`src/rtl/pipe_stage_buf.sv`:
```
// pipe_stage_buf: pipeline-stage register with a valid/ready handshake and a
// 2-entry skid buffer. Carries NUM_FIELDS packed fields of WIDTH bits each;
// field k occupies out_data[k*WIDTH +: WIDTH]. Data passes through bit-exact.
//
// Ports:
//   clk       in   rising-edge clock
//   rst       in   asynchronous, active-high reset
//   flush     in   synchronous flush; drops all held entries and clears data
//   in_valid  in   upstream has data
//   in_ready  out  stage can accept; depends only on registered state
//   in_data   in   upstream packed fields
//   out_valid out  stage holds data for downstream
//   out_ready in   downstream accepts
//   out_data  out  packed fields to downstream
//   occupancy out  entries held (0, 1 or 2)
module pipe_stage_buf #(
   parameter int WIDTH      = 32,
   parameter int NUM_FIELDS = 17,
   parameter int DATA_W     = WIDTH * NUM_FIELDS
) (
   input  logic              clk,
   input  logic              rst,
   input  logic              flush,
   input  logic              in_valid,
   output logic              in_ready,
   input  logic [DATA_W-1:0] in_data,
   output logic              out_valid,
   input  logic              out_ready,
   output logic [DATA_W-1:0] out_data,
   output logic [1:0]        occupancy
);

   // EMPTY: main_v=0 skid_v=0; ONE: main_v=1 skid_v=0; FULL: both valid.
   // The illegal "skid valid without main valid" combination is unencodable.
   typedef enum logic [1:0] {
      EMPTY = 2'd0,
      ONE   = 2'd1,
      FULL  = 2'd2
   } state_t;

   state_t            state_q, state_d;
   logic [DATA_W-1:0] main_data_q, main_data_d;
   logic [DATA_W-1:0] skid_data_q, skid_data_d;
   logic              accept;
   logic              pop;

   // Handshake terms come straight from registered state, so neither
   // in_ready nor out_valid has a combinational path from the other side.
   assign accept = in_valid & (state_q != FULL);
   assign pop    = out_ready & (state_q != EMPTY);

   // State register
   always_ff @(posedge clk or posedge rst) begin
      if (rst) begin
         state_q     <= EMPTY;
         main_data_q <= '0;
         skid_data_q <= '0;
      end else begin
         state_q     <= state_d;
         main_data_q <= main_data_d;
         skid_data_q <= skid_data_d;
      end
   end

   // Next-state and datapath
   always_comb begin
      state_d     = state_q;
      main_data_d = main_data_q;
      skid_data_d = skid_data_q;
      if (flush) begin
         // Flush wins over accept/pop; a concurrent pop still completes
         // downstream, a concurrent input beat is dropped.
         state_d     = EMPTY;
         main_data_d = '0;
         skid_data_d = '0;
      end else begin
         unique case (state_q)
            EMPTY: begin
               if (accept) begin
                  main_data_d = in_data;
                  state_d     = ONE;
               end
            end
            ONE: begin
               if (accept && pop) begin
                  main_data_d = in_data;
               end else if (accept) begin
                  // New beat parks behind main so ordering stays FIFO.
                  skid_data_d = in_data;
                  state_d     = FULL;
               end else if (pop) begin
                  state_d = EMPTY;
               end
            end
            FULL: begin
               if (pop) begin
                  main_data_d = skid_data_q;
                  state_d     = ONE;
               end
            end
            default: state_d = EMPTY;
         endcase
      end
   end

   // Outputs
   always_comb begin
      out_valid = (state_q != EMPTY);
      in_ready  = (state_q != FULL);
      unique case (state_q)
         EMPTY:   occupancy = 2'd0;
         ONE:     occupancy = 2'd1;
         FULL:    occupancy = 2'd2;
         default: occupancy = 2'd0;
      endcase
   end

   assign out_data = main_data_q;

endmodule

```
`config.mk`:
```
export PLATFORM = sky130hd
export DESIGN_NAME = pipe_stage_buf
export DESIGN_NICKNAME = d
export VERILOG_FILES = /design/src/rtl/pipe_stage_buf.sv
export SDC_FILE = /design/constraint.sdc
export NUM_CORES = 2
export LEC_CHECK = 0
export CELL_PAD_IN_SITES_DETAIL_PLACEMENT = 1
export CELL_PAD_IN_SITES_GLOBAL_PLACEMENT = 2
export CORE_AREA = 3 3 425 427
export CTS_BUF_LIST = sky130_fd_sc_hd__clkbuf_8 sky130_fd_sc_hd__clkbuf_16
export CTS_CLUSTER_DIAMETER = 30
export DETAILED_ROUTE_END_ITERATION = 8
export DIE_AREA = 0 0 428 430
export PLACE_DENSITY_LB_ADDON = 0.1
export SYNTH_ARGS = -nofsm -noshare
export SYNTH_HDL_FRONTEND = slang
export SYNTH_SLANG_ARGS = --single-unit
```
`constraint.sdc`:
```
create_clock -name clk -period 79.4 [get_ports clk]
set_clock_uncertainty 0.1 [all_clocks]
set_input_delay 15.88 -clock clk [delete_from_list [all_inputs] [get_ports clk]]
set_output_delay 15.88 -clock clk [all_outputs]
set_load 0.01 [all_outputs]
```
### Yosys cells after proc, flatten, opt, wreduce, memory -nomap -nowiden

Index checks and enable logic that the tools add are counted.

* flip-flop bits (word level): 1090
* latch bits: 0
* bits in writable memories: 0
* memory bits (read-only): 0
* input port bits: 549
* output and inout port bits: 548
* logic and storage cells: 39
* memories: 0

* $add $sub $neg: 0
* $mul: 0
* div/mod/pow operators: 0
* $lt $le $gt $ge: 0
* eq/ne operators: 9
* shift-type cells: 0
* muxes and demuxes: 16
* bitwise operators: 2
* reduce and logical (&&, ||, !) cells: 9

Operator list (number)
* $mux W544: 7
* $pmux W544 S3: 1
* $mux W2: 6
* $ne A3 B3 Y1 const B: 4
* $reduce_and A4 Y1: 2
* $pmux W2 S3: 1
* $reduce_bool A2 Y1: 3
* $ne A2 B2 Y1 const B: 2
* $ne A4 B4 Y1 const B: 1
* $pmux W2 S2: 1
* $reduce_bool A4 Y1: 1
* $reduce_and A3 Y1: 1
* $and A1 B1 Y1: 2
* $eq A2 B1 Y1 const B: 1
* $eq A2 B2 Y1 const B: 1
* $logic_not A2 Y1: 1
* $logic_and A1 B1 Y1: 1

### Longest topological paths before layout

* word-level depth: 7
* depth in mapped cells: 10
* mapped depth without buffers: 6

### Worst setup path before layout

No wires, ideal clock.

* path kind: register to output
* start: register state_q[0]
* end: output port in_ready
* arrival: 1.512 ns
* data required time: 63.420 ns
* slack: 61.908 ns
* cell stages (with the launch flop): 7
* path buffers: 3
* cell sequence: dfrtp_1 > inv_1 > ha_1 > buf_2 > buf_4 > buf_1 > inv_1

* word-level cells in the longest chain between the ends: 1

Ends and longest elaborated chain
* from (decl): RTL line 41 `state_t state_q, state_d;`
* from (signal assigned): RTL line 59 `state_q <= state_d;`
* $ne A2 B2 Y1: RTL line 109 `in_ready = (state_q != FULL);`
* to (decl): RTL line 25 `output logic in_ready,`

No other way between the ends.

### Final worst setup path

* start: input port out_ready
* end: register main_data_q[91], in the netlist out_data[91]

* word-level cells in the longest chain between the ends: 4
* elaborated cells on any way between the ends: 5
* those cells by class: eq/ne (2); bitwise (1); reduce/logical (2)

Ends and longest elaborated chain
* from (decl): RTL line 28 `input logic out_ready,`
* $and A1 B1 Y1 (*): RTL line 50 `assign pop = out_ready & (state_q != EMPTY);`
* $logic_and A1 B1 Y1: RTL line 85 `if (accept && pop) begin`
* $ne A3 B3 Y1 (no line)
* $reduce_and A4 Y1 (no line) (*)
* to (signal assigned): RTL line 60 `main_data_q <= main_data_d;`
* to (decl): RTL line 42 `logic [DATA_W-1:0] main_data_q, main_data_d;`

Mark *: on every way between the ends. The rest lies on a longest branch, timed or not.
A chain may end at the register's enable or synchronous reset.

==> results.sh <==
export IMPL_hold_end="skid_data_q[317]$_DFFE_PP0P_"
export IMPL_crit_chain="clkdlybuf4s50_1, a21boi_0, o211ai_1, buf_12, buf_4, buf_4, buf_4, nor2_1, a211oi_2"
export IMPL_yosysWarningCount=0
export IMPL_async_reset_ff_share_pct=100
export IMPL_dieArea_sq_mm=0.184
export IMPL_p_sw_share_pct=33.1
export IMPL_numPlacedInstances=6789
export IMPL_ys_seq_area_share_pct=55.9
export IMPL_critPathBufInv=5
export IMPL_drt_iter0_drc=1722
export IMPL_synthFlopType="dfrtp_1"
export IMPL_slowest_delay_ns=0.86
export IMPL_rsz0062_at_grt="false"
export IMPL_power_switching_w=0.00101
export IMPL_cts_buffers=354
export IMPL_grt_ovfl_total=0
export IMPL_synth_edf_count=0
export IMPL_drv_slew=0
export IMPL_hold_viol_final=0
export IMPL_cts_tree="yes"
export IMPL_cp_depth=9
export IMPL_wl_per_cell_um=26.6
export IMPL_pwr_share_seq_pct=25.0
export IMPL_cp_slowest_cell="buf_4"
export IMPL_grt_pass1_vias=39800
export IMPL_path_common_cell="buf_4"
export IMPL_power_leakage_nw=30.2
export IMPL_ir_drop_uv=40.5
export IMPL_nets=5359
export IMPL_fp_dieW_um=428
export IMPL_tightest_slew_ns=1.22
export IMPL_whs_path_depth=1
export IMPL_p_comb_share_pct=31.1
export IMPL_row_count=154
export IMPL_setup_violations=0
export IMPL_initial_core_util_pct=27.6
export IMPL_detail_route_antenna_nets=0
export IMPL_grt_pass1_wl_mm=289
export IMPL_syn_area_sq_mm=0.0488
export IMPL_area_delta_synth_final_pct=49.1
export IMPL_grt_max_degree=174
export IMPL_endpoint_kind="flip-flop"
export IMPL_whs_ns=0.397
export IMPL_setup_tns_ns=0
export IMPL_cts_resized=0
export IMPL_routed_wl_mm=198
export IMPL_cts_root_buf="clkbuf_16"
export IMPL_dp_hpwl_mm=130
export IMPL_synth_fp_nets=4213
export IMPL_hold_class="reg -> reg"
export IMPL_antenna_found_initial=101
export IMPL_port_buffers=1096
export IMPL_h_tree_depth=5
export IMPL_synthTopCellsByArea="dfrtp_1 (56%), a211oi_2 (13%), mux2i_1 (11%)"
export IMPL_via_count=36400
export IMPL_post_cts_buffers=0
export IMPL_synthTopCellsByCount="dfrtp_1 (1090), nor2_1 (547), a22o_1 (544), mux2i_1 (544), a211oi_2 (526)"
export IMPL_power_frac_clock_pct=44.0
export IMPL_synth_cell_type_count=27
export IMPL_reg2reg_to="out_data[91]$_DFFE_PP0P_"
export IMPL_period_share_pct=24.9
export IMPL_vias_per_cell=4.90
export IMPL_post_route_util_pct=41.2
export IMPL_critPathMaxFanout=142
export IMPL_arrival_ns=20.45
export IMPL_fillers=18200
export IMPL_synth_top_cell_area_share_pct=55.9
export IMPL_critical_path_top_delay_family="buffers and inverters"
export IMPL_ys_ff_latch=1090
export IMPL_hp_start="skid_data_q[317]$_DFFE_PP0P_"
export IMPL_drcViolationCount=0
export IMPL_syn_area_per_cell_sq_um=13.3
export IMPL_die_y_um=430
export IMPL_required_ns=80.10
export IMPL_holdBufCountCts=0
export IMPL_path_clk_slew_ns=0.04
export IMPL_timing_rr_start="state_q[0]$_DFFE_PP0P_"
export IMPL_relSlewSlack_pct=18.8
export IMPL_max_freq_ghz=0.0506
export IMPL_clock_latency_ns=0.89
export IMPL_drv_cap=0
export IMPL_clockBufferDepth=4
export IMPL_power_density_mw_per_mm2=42.2
export IMPL_place_gp_congestion=0.789
export IMPL_ff2ff_path_depth=10
export IMPL_critical_path_class="in -> reg"
export IMPL_p_int_w=0.00205
export IMPL_layoutNonFillerInstCount=7437
export IMPL_coreArea_sq_mm=0.176
export IMPL_synth_area_leader_cell="dfrtp_1"
export IMPL_syn_inst=3659
export IMPL_grt_total_usage_pct=21.0
export IMPL_num_io_pins=1097
export IMPL_cts_sinks=1090
export IMPL_min_period_ns=19.76
export IMPL_synth_most_common_cell="dfrtp_1"
export IMPL_outcome="complete, no violations"
export IMPL_reg2reg_slack_ns=74.10
export IMPL_drive_above_1_share_pct=22.4
export IMPL_dr_pass1_iters=5
export IMPL_cp_start_kind="primary input"
==> flip-flops by register name, indices dropped and copies added (netlist names) <==
register	cells
skid_data_q	544
state_q	2
out_data	544
==> layout make-up <==
type,instances,area [sq um],area share [%]
antenna,37,92.6,0.127
clock buffer,440,10100,13.9
clock inverter,171,1520,2.09
inverter,6,30.0,0.0413
multi-input combinational,2199,19200,26.4
sequential,1090,27300,37.5
tap,2340,2930,4.03
timing repair buffer,1154,11600,15.9
==> power groups by stage <==
| stage | sequential [W] | clock (W) | combinational [W] |
|---|---|---|---|
| after global placement | 0.000770 | 0 | 0.000954 |
| final | 0.000766 | 0.00135 | 0.000953 |
| after global routing | 0.000782 | 0.00141 | 0.00103 |
| after detailed placement | 0.000770 | 0 | 0.000970 |
| after CTS | 0.000767 | 0.00138 | 0.000974 |
| after floorplan | 0.000797 | 0 | 0.000609 |
==> metal layers <==
metal	wire length (um)	track usage, %	vias up
li1	-	-	16100
met1	76700	23.7	18800
met2	101000	36.3	1082
met3	10600	5.88	477
met4	9630	10.7	24
met5	147	0	-
==> worst max path at each step <==
| stage | startpoint | endpoint | slack (ns) |
|---|---|---|---|
| after floorplan | rst | out_data[0]$_DFFE_PP0P_ | 32.73 |
| after global placement | out_ready | out_data[89]$_DFFE_PP0P_ | 58.73 |
| after detailed placement | out_ready | out_data[78]$_DFFE_PP0P_ | 58.68 |
| after CTS | out_ready | out_data[78]$_DFFE_PP0P_ | 59.62 |
| after global routing | out_ready | out_data[45]$_DFFE_PP0P_ | 59.32 |
| final | out_ready | out_data[91]$_DFFE_PP0P_ | 59.64 |
==> through the flow <==
stage | total power, W | setup WS (ns) | area, sq um
after floorplan | 0.00141 | 32.73 | 48800
after global placement | 0.00172 | 58.73 | 61000
after detailed placement | 0.00174 | 58.68 | 61000
after CTS | 0.00312 | 59.62 | 72600
after global routing | 0.00323 | 59.32 | 72700
final | 0.00307 | 59.64 | 72700
==> cell usage in the layout (no fill, tap or decap), types with 18 or more instances in the layout <==
cell / Yosys / layout
clkdlybuf4s50_1: 0 / 1095
clkbuf_16: 0 / 359
dfrtp_1: 1090 / 1090
buf_4: 46 / 46
diode_2: 0 / 37
a211oi_1: 18 / 18
bufinv_16: 0 / 27
a22o_1: 544 / 544
clkbuf_8: 0 / 81
mux2i_1: 544 / 544
a211oi_2: 526 / 526
clkinv_2: 0 / 61
inv_1: 6 / 74
nor2_1: 547 / 546
==> cell families (layout without fill, tap and decap cells) <==
group / after synthesis / after routing / synth area share, %
muxes: 545 / 545 / 11.2
buffers and inverters: 370 / 1771 / 4.75
AOI/OAI and AO/OA: 1095 / 1095 / 23.7
DFF: 1090 / 1090 / 55.9
adders and majority gates: 5 / 5 / 0.128
other: 0 / 37 / 0
and+or+nand+nor: 554 / 554 / 4.32
Note: power is estimated with default switching activity, not from simulation.
